File: src/rtl/phy_link_ctrl_pkg.sv
// Shared definitions for the PHY link sequencer: sync/idle words, default
// sequencing limits and the link state encoding.
package phy_link_ctrl_pkg;

    localparam int SYNC_WORDS_DEF = 4;
    localparam int LOCK_COUNT_DEF = 3;
    localparam int TIMEOUT_DEF    = 64;

    localparam logic [31:0] COM = 32'hBCBC_BCBC;
    localparam logic [31:0] IDL = 32'h7C7C_7C7C;

    typedef enum logic [1:0] {
        SEND_SYNC = 2'd0,
        WAIT_LOCK = 2'd1,
        ACTIVE    = 2'd2
    } link_state_t;

endpackage

File: src/rtl/phy_rr_arb2.sv
// Two-way round-robin arbiter; holds the last-served pointer, which starts at
// requester 1 so requester 0 wins the first contested cycle.
module phy_rr_arb2 (
    input  logic       clk_f,
    input  logic       reset,
    input  logic [1:0] valid,
    input  logic       enable,
    input  logic       accept,
    output logic [1:0] grant
);

    logic last;

    always_comb begin
        grant = 2'b00;
        if (enable) begin
            if (valid == 2'b11) begin
                grant = last ? 2'b01 : 2'b10;
            end else begin
                grant = valid;
            end
        end
    end

    always_ff @(posedge clk_f or negedge reset) begin
        if (!reset) begin
            last <= 1'b1;
        end else if (accept) begin
            last <= grant[1];
        end
    end

endmodule

File: src/rtl/phy_link_ctrl.sv
// PHY link sequencer and two-requester transmit arbiter.
// Optional LINK_STATS_EN adds per-requester word counters and a resync counter.
//
// state     | meaning
// SEND_SYNC | request bus sync, transmit COM for SYNC_WORDS cycles
// WAIT_LOCK | keep sending COM, count consecutive received COM words
// ACTIVE    | link up, round-robin requester words onto the PHY
module phy_link_ctrl
    import phy_link_ctrl_pkg::*;
#(
    parameter int SYNC_WORDS = SYNC_WORDS_DEF,
    parameter int LOCK_COUNT = LOCK_COUNT_DEF,
    parameter int TIMEOUT    = TIMEOUT_DEF
) (
    input  logic        clk_f,
    input  logic        reset,
    input  logic [31:0] req0_data,
    input  logic        req0_valid,
    output logic        req0_ready,
    input  logic [31:0] req1_data,
    input  logic        req1_valid,
    output logic        req1_ready,
    input  logic        retrain,
    input  logic [31:0] phy_data_out,
    input  logic        phy_valid_out,
    output logic [31:0] phy_data_in,
    output logic        phy_valid_in,
    output logic        sincronizar_bus,
    output logic        link_up
`ifdef LINK_STATS_EN
    ,
    output logic [15:0] tx_cnt0,
    output logic [15:0] tx_cnt1,
    output logic [7:0]  resync_cnt
`endif
);

    localparam int SYNC_W = $clog2(SYNC_WORDS + 1);
    localparam int LOCK_W = $clog2(LOCK_COUNT + 1);
    localparam int TMO_W  = $clog2(TIMEOUT + 1);

    localparam logic [SYNC_W-1:0] SYNC_LAST = SYNC_W'(SYNC_WORDS - 1);
    localparam logic [LOCK_W-1:0] LOCK_DONE = LOCK_W'(LOCK_COUNT);
    localparam logic [TMO_W-1:0]  TMO_LAST  = TMO_W'(TIMEOUT - 1);

    link_state_t       state, state_nxt;
    logic [SYNC_W-1:0] sync_cnt, sync_cnt_nxt;
    logic [LOCK_W-1:0] lock_cnt, lock_cnt_nxt;
    logic [TMO_W-1:0]  tmo_cnt, tmo_cnt_nxt;
    logic              timeout_hit;

    logic [1:0]  grant;
    logic        arb_en;
    logic        xfer;
    logic [31:0] xfer_data;

    logic [31:0] data_nxt;
    logic        valid_nxt;
    logic        sync_nxt;
    logic        link_nxt;

    // Receive valid carries no information for lock detection.
    logic unused_phy_valid;
    assign unused_phy_valid = phy_valid_out;

    assign arb_en     = (state == ACTIVE) && !retrain;
    assign xfer       = |grant;
    assign xfer_data  = grant[1] ? req1_data : req0_data;
    assign req0_ready = grant[0];
    assign req1_ready = grant[1];

    phy_rr_arb2 u_arb (
        .clk_f  (clk_f),
        .reset  (reset),
        .valid  ({req1_valid, req0_valid}),
        .enable (arb_en),
        .accept (xfer),
        .grant  (grant)
    );

    always_ff @(posedge clk_f or negedge reset) begin
        if (!reset) begin
            state    <= SEND_SYNC;
            sync_cnt <= '0;
            lock_cnt <= '0;
            tmo_cnt  <= '0;
        end else begin
            state    <= state_nxt;
            sync_cnt <= sync_cnt_nxt;
            lock_cnt <= lock_cnt_nxt;
            tmo_cnt  <= tmo_cnt_nxt;
        end
    end

    always_comb begin
        state_nxt    = state;
        sync_cnt_nxt = sync_cnt;
        lock_cnt_nxt = lock_cnt;
        tmo_cnt_nxt  = tmo_cnt;
        timeout_hit  = 1'b0;
        if (retrain) begin
            state_nxt    = SEND_SYNC;
            sync_cnt_nxt = '0;
            lock_cnt_nxt = '0;
            tmo_cnt_nxt  = '0;
        end else begin
            case (state)
                SEND_SYNC: begin
                    if (sync_cnt == SYNC_LAST) begin
                        state_nxt    = WAIT_LOCK;
                        sync_cnt_nxt = '0;
                    end else begin
                        sync_cnt_nxt = sync_cnt + 1'b1;
                    end
                end
                WAIT_LOCK: begin
                    // Lock wins over a timeout landing on the same cycle.
                    if (lock_cnt == LOCK_DONE) begin
                        state_nxt    = ACTIVE;
                        lock_cnt_nxt = '0;
                        tmo_cnt_nxt  = '0;
                    end else if (tmo_cnt == TMO_LAST) begin
                        state_nxt    = SEND_SYNC;
                        lock_cnt_nxt = '0;
                        tmo_cnt_nxt  = '0;
                        timeout_hit  = 1'b1;
                    end else begin
                        tmo_cnt_nxt  = tmo_cnt + 1'b1;
                        lock_cnt_nxt = (phy_data_out == COM) ? lock_cnt + 1'b1 : '0;
                    end
                end
                ACTIVE: begin
                end
                default: state_nxt = SEND_SYNC;
            endcase
        end
    end

    // Outputs are registered from the next state so they line up with it.
    always_comb begin
        data_nxt  = COM;
        valid_nxt = 1'b0;
        sync_nxt  = 1'b1;
        link_nxt  = 1'b0;
        if (state_nxt == ACTIVE) begin
            sync_nxt  = 1'b0;
            link_nxt  = 1'b1;
            data_nxt  = xfer ? xfer_data : IDL;
            valid_nxt = xfer;
        end
    end

    always_ff @(posedge clk_f or negedge reset) begin
        if (!reset) begin
            phy_data_in     <= '0;
            phy_valid_in    <= 1'b0;
            sincronizar_bus <= 1'b0;
            link_up         <= 1'b0;
        end else begin
            phy_data_in     <= data_nxt;
            phy_valid_in    <= valid_nxt;
            sincronizar_bus <= sync_nxt;
            link_up         <= link_nxt;
        end
    end

`ifdef LINK_STATS_EN
    always_ff @(posedge clk_f or negedge reset) begin
        if (!reset) begin
            tx_cnt0    <= '0;
            tx_cnt1    <= '0;
            resync_cnt <= '0;
        end else begin
            if (grant[0]) begin
                tx_cnt0 <= tx_cnt0 + 16'd1;
            end
            if (grant[1]) begin
                tx_cnt1 <= tx_cnt1 + 16'd1;
            end
            if (timeout_hit && (resync_cnt != 8'hFF)) begin
                resync_cnt <= resync_cnt + 8'd1;
            end
        end
    end
`endif

endmodule

File: config.mk
export PLATFORM = sky130hd
export DESIGN_NAME = phy_link_ctrl
export DESIGN_NICKNAME = d
export VERILOG_FILES = /design/src/rtl/phy_link_ctrl_pkg.sv /design/src/rtl/phy_rr_arb2.sv /design/src/rtl/phy_link_ctrl.sv
export SDC_FILE = /design/constraint.sdc
export NUM_CORES = 1
export LEC_CHECK = 0
export CORE_MARGIN = 8
export CORE_UTILIZATION = 36
export CTS_CLUSTER_DIAMETER = 200
export DETAILED_ROUTE_END_ITERATION = 10
export PLACE_DENSITY_LB_ADDON = 0.3
export SLEW_MARGIN = 20
export SYNTH_ARGS = -nofsm -noshare
export SYNTH_HDL_FRONTEND = slang
export SYNTH_SLANG_ARGS = --single-unit
File: constraint.sdc
create_clock -name clk_f -period 2.48 [get_ports clk_f]
set_input_delay 0.744 -clock clk_f [delete_from_list [all_inputs] [get_ports clk_f]]
set_output_delay 0.744 -clock clk_f [all_outputs]
set_load 0.005 [all_outputs]
# [Yosys cells after proc, flatten, opt, wreduce, memory -nomap -nowiden]
# Cells that the tools add are included.
[totals] reg_bits=50 inputBits=102 out_inout_bits=37
[classes] n_reduce_logical=6 eq_ne=8 mux=26 addsub=3
[ops] op="two-way mux 32 bit" count=3
[ops] op="equality test 32 bit (second input constant)" count=1
[ops] op="two-way mux 7 bit" count=4
[ops] op="two-way mux 2 bit" count=12
[ops] op="two-way mux 3 bit" count=3
[ops] op="equality test 2 bit (second input constant)" count=4
[ops] op="adder 7 x 1 -> 7 bit (second input constant)" count=1
[ops] op="equality test 7 x 6 -> 1 bit (second input constant)" count=1
[ops] op="one-hot mux 2 bit (3 select lines)" count=1
[ops] op="nonzero test 2 bit" count=2
[ops] op="adder 3 x 1 -> 3 bit (second input constant)" count=1
[ops] op="equality test 3 x 2 -> 1 bit (second input constant)" count=1
[ops] op="two-way mux 1 bit" count=3
[ops] op="adder 2 x 1 -> 2 bit (second input constant)" count=1
[ops] op="equality test 2 x 1 -> 1 bit (second input constant)" count=1
[ops] op="logical NOT 2 bit" count=1
[ops] op="OR reduction 2 bit" count=1
[ops] op="logical AND 1 bit" count=1
[ops] op="logical NOT 1 bit" count=1

# [Depth between registers and ports, before layout]
[logic_depth] word_depth=7 ltp_mapped=7

# [Modules after synthesis]
# Synthesis repeated with hierarchy kept, for this count alone.
[hier_totals] cells_unflattened=198 hier_area_um2=2230.9
[modules_own_cells] mod="phy_link_ctrl" instances=1 area_each_um2=2164.6 seq_area_each_um2=1226.2 cells_per_inst=190
[modules_own_cells] mod="phy_rr_arb2" instances=1 area_each_um2=66.3 seq_area_each_um2=26.3 cells_per_inst=8

# [Worst setup path after synthesis]
# No wires, ideal clock.
[synth_path] path_type="in2out" startpoint="input retrain" endpoint="output req1_ready" t_arrival_ns=1.440 required_time_ns=1.736 n_path_buf=2 path_slack_ns=0.296 path_stages=6 path_cell_list="buf_4 -> inv_1 -> and2_4 -> nand3_2 -> inv_2 -> buf_4"
[synth_via] elab_chain_cells=3
[synth_lines] item="start: declaration" line="phy_link_ctrl.sv:23" text="input logic retrain,"
[synth_lines] item="logical NOT 1 bit" line="phy_link_ctrl.sv:66" text="assign arb_en = (state == ACTIVE) && !retrain;"
[synth_lines] item="logical AND 1 bit" line="phy_link_ctrl.sv:66"
[synth_lines] item="two-way mux 2 bit" line="phy_rr_arb2.sv:16" text="if (enable) begin"
[synth_lines] item="end: declaration" line="phy_link_ctrl.sv:22" text="output logic req1_ready,"
# No other way between the ends.

# [Worst setup path after layout]
[layout_path] startpoint="input req0_valid" endpoint="output req1_ready"
[layout_via] elab_chain_cells=3
[layout_lines] item="start: declaration" line="phy_link_ctrl.sv:18" text="input logic req0_valid,"
[layout_lines] item="equality test 2 bit" line="phy_rr_arb2.sv:17" text="if (valid == 2'b11) begin"
[layout_lines] item="two-way mux 2 bit" line="phy_rr_arb2.sv:17"
[layout_lines] item="two-way mux 2 bit" line="phy_rr_arb2.sv:16"
# No other way between the ends.

==> metrics.md <==
| Metric | Value |
|---|---|
| Max-cap violations | 0 |
| # fillers | roughly 470 |
| Ys flop type | dfrtp_1 |
| Worst path max stage delay | 540 ps |
| CTS sink cnt | 50 |
| PortBufs | between 100 and 150 |
| Synth Cell Area | between 2000 and 2500 µm² |
| Number of top-level pins | 139 |
| Vias per cell | a little under 5 |
| Max VDD drop | between 200 and 250 µV |
| Layout Nets | 430 |
| Clk root buf | clkbuf_8 |
| Crit path launch type | primary input |
| First-pass GRT wire length | approximately 11 mm |
| Worst EP required | approximately 1700 ps |
| Sequential area share after synthesis | between 50% and 60% |
| Tot GR Track Use | between 10% and 20% |
| Total gr overflow | 0 |
| Largest net degree at the start of global routing | 25 |
| Rel. slew slack | 69.0% |
| Hold slack final | 291 ps |
| Multi-input gate area | 810 µm² |
| Post-synth EDFFs | 0 |
| Final ANT Viol Nets | 0 |
| Max-slew violations | 0 |
| DPL Wire Length | between 5 and 6 mm |
| Initial drt markers | 50 |
| R2r setup slk | 910 ps |
| Post-synthesis register bit count | 50 |
| Average wire per standard cell | 16.7 µm |
| Pwr/cell area | about 440 nW/µm² |
| CTS Hold Bufs | 0 |
| Crit-path slowest cell | clkdlybuf4s50_1 |
| Worst-path clk slew | 90 ps |
| Antenna violations before repair | 0 |
| Tightest Pin Transition | between 400 and 500 ps |
| Longest Clk Path Bufs | 2 |
| Data arrival, critical path | approximately 1700 ps |
| Post-synth ARST share | 100% |
| Status | completed |
| Reg-to-reg startpoint | tmo_cnt[0]$_DFFE_PN0P_ |
| Setup ws final | around 56 ps |
| Post-synth net total | 273 |
| Die X | 93.2 µm |
| GP Congestion | around 0.77 |
| Commonest non-fill, non-tap cells in the layout | 133 x clkdlybuf4s50_1, 49 x dfrtp_1, 22 x buf_4 |
| Commonest non-fill, non-tap cell in the layout | clkdlybuf4s50_1 |
| WL final | around 6.7 mm |
| Yosys warnings | 0 |
| CTS tree | done |
| CP Capture Type | output port |
| Leak | 1.55 nW |
| H-tree level count | 2 |
| Detailed Routing Iterations Pass 1 | 4 |
| Die Y | ~93 µm |
| CP Cell Sequence | clkdlybuf4s50_1 > nand2_1 > nand3_4 > inv_2 > buf_2 |
| Post-layout util | approximately two thirds |
| Critical path class | primary input to output port |
| Number of placement rows | 28 |
| N_diodes | 0 |
| Setup WS pre-CTS | -341 ps |
| Reg2reg end | tmo_cnt[0]$_DFFE_PN0P_ |
| Initial Utilization | roughly 37% |
| Min-delay worst type | primary input to asynchronous set/reset pin |
| Unrepaired setup endpoints after global routing | no |
| Synth cell types | 42 |
| Final setup fails | 0 |
| Syn_area_per_cell | 12.8 µm² |
| TritonCTS Buffers | 5 |
| Placed cell count | roughly 380 |
| Area delta synth->final | 77.8% |
| Worst Path Max Fanout | 3 |
| Fin cells | about 400 |
| Vias in the first global route | about 2100 |
| Fin crit share | around 100% |
| Routed vias | between 1500 and 2000 |
| Residual DRC | 0 |
| Final worst path period need | about 2400 ps |
| Core area | slightly below 6000 µm² |
| Endpoints failing hold | 0 |
| Register area | about 1300 µm² |
| F_max | approximately 410 MHz |
| Clock skew | ~4.6 ps |
| Crit path buf inv count | 3 |
| Cell family with most CP delay | buffers and inverters |
| Ratio of cells with drive above 1 in the final layout | roughly 15% |
| Synthesized instance count | approximately 170 |
| Die Footprint | 8690 µm² |
| Skew-Pair Late Insertion Delay | 300 ps |
| Reg2reg path depth | 4 |
-- worst reg2reg max path: cells and delay by family (launching register included) --
kind | cells | cell delay [ps]
compound gates | 1 | 410
fa+ha+maj | 1 | 200
flops | 1 | 400
mux | 1 | 260
simple gates | 1 | 190
-- flip-flops by register name, indices dropped and copies added (netlist names), 2 cells and up --
name         flops
phy_data_in     32
tmo_cnt          7
sync_cnt         3
lock_cnt         2
state            2
-- cells by family after synthesis --
group                    share of synthesized area (%)
adder cells (fa/ha/maj)                           1.75
multiplexers                                     0.991
flip-flops                                        58.4
buffers and inverters                             4.26
AND/OR/NAND/NOR                                   13.3
XOR/XNOR                                         0.408
AO/OA/AOI/OAI                                     20.9
-- stage by stage --
stage	power (mW)	cell area [µm²]	setup TNS, ps
after global placement	1.10	3620	-678
after floorplan	0.912	2150	0
after global routing	1.75	3820	0
after detailed placement	1.10	3620	-666
after CTS	1.68	3810	0
final	1.67	3820	0
-- worst max path at each step --
stage               start                 endpoint  slack (ps)  cells past startpoint
2_1_floorplan     retrain               req1_ready         300                      6
3_3_place_gp      retrain               req1_ready        -350                      6
3_5_place_dp      retrain               req1_ready        -340                      6
4_1_cts           retrain  sync_cnt[2]$_DFFE_PN0P_          20                     14
5_1_grt        req1_valid               req0_ready          20                      5
6_report       req0_valid               req1_ready          60                      5
-- final cells by class --
cell class | count | area share [%]
multi-input combinational | 102 | 21.2
inverter | 7 | 0.689
sequential | 50 | 32.8
clock inverter | 2 | 0.984
timing repair buffer | 159 | 39.9
clock buffer | 6 | 1.90
tap | 75 | 2.46
-- where the power goes --
part           internal [mW]  switching [mW]
sequential             0.829          0.0105
combinational          0.184          0.0793
clock                  0.301           0.263
total                   1.31           0.353
-- cells in the mapped netlist (all sizes together), types with 4 or more instances --
library cell | n | share of area [%]
nor2 | 6 | 1.4
buf | 9 | 3.0
nand4b | 4 | 1.6
nand2 | 9 | 1.6
o221a | 4 | 2.1
inv | 7 | 1.2
o21ai | 8 | 1.9
a221o | 4 | 1.9
o22a | 16 | 6.5
dfrtp | 49 | 57
a22o | 10 | 4.1
nand3 | 5 | 2.0
a21oi | 6 | 1.4
-- what timing repair did --
action	in CTS	in global routing
setup buffers	11	0
setup endpoints to repair	2	3
gates resized for setup	9	2
-- per-layer routing --
metal  wire, µm  track usage [%]  vias to the layer above
li1           -                -                      949
met3        572             6.25                        5
met1       2670             17.1                      906
met4         57             3.62                        0
met2       3400             27.5                       84
met5          0                0                        -
Note: power is estimated with default switching activity, not from simulation.
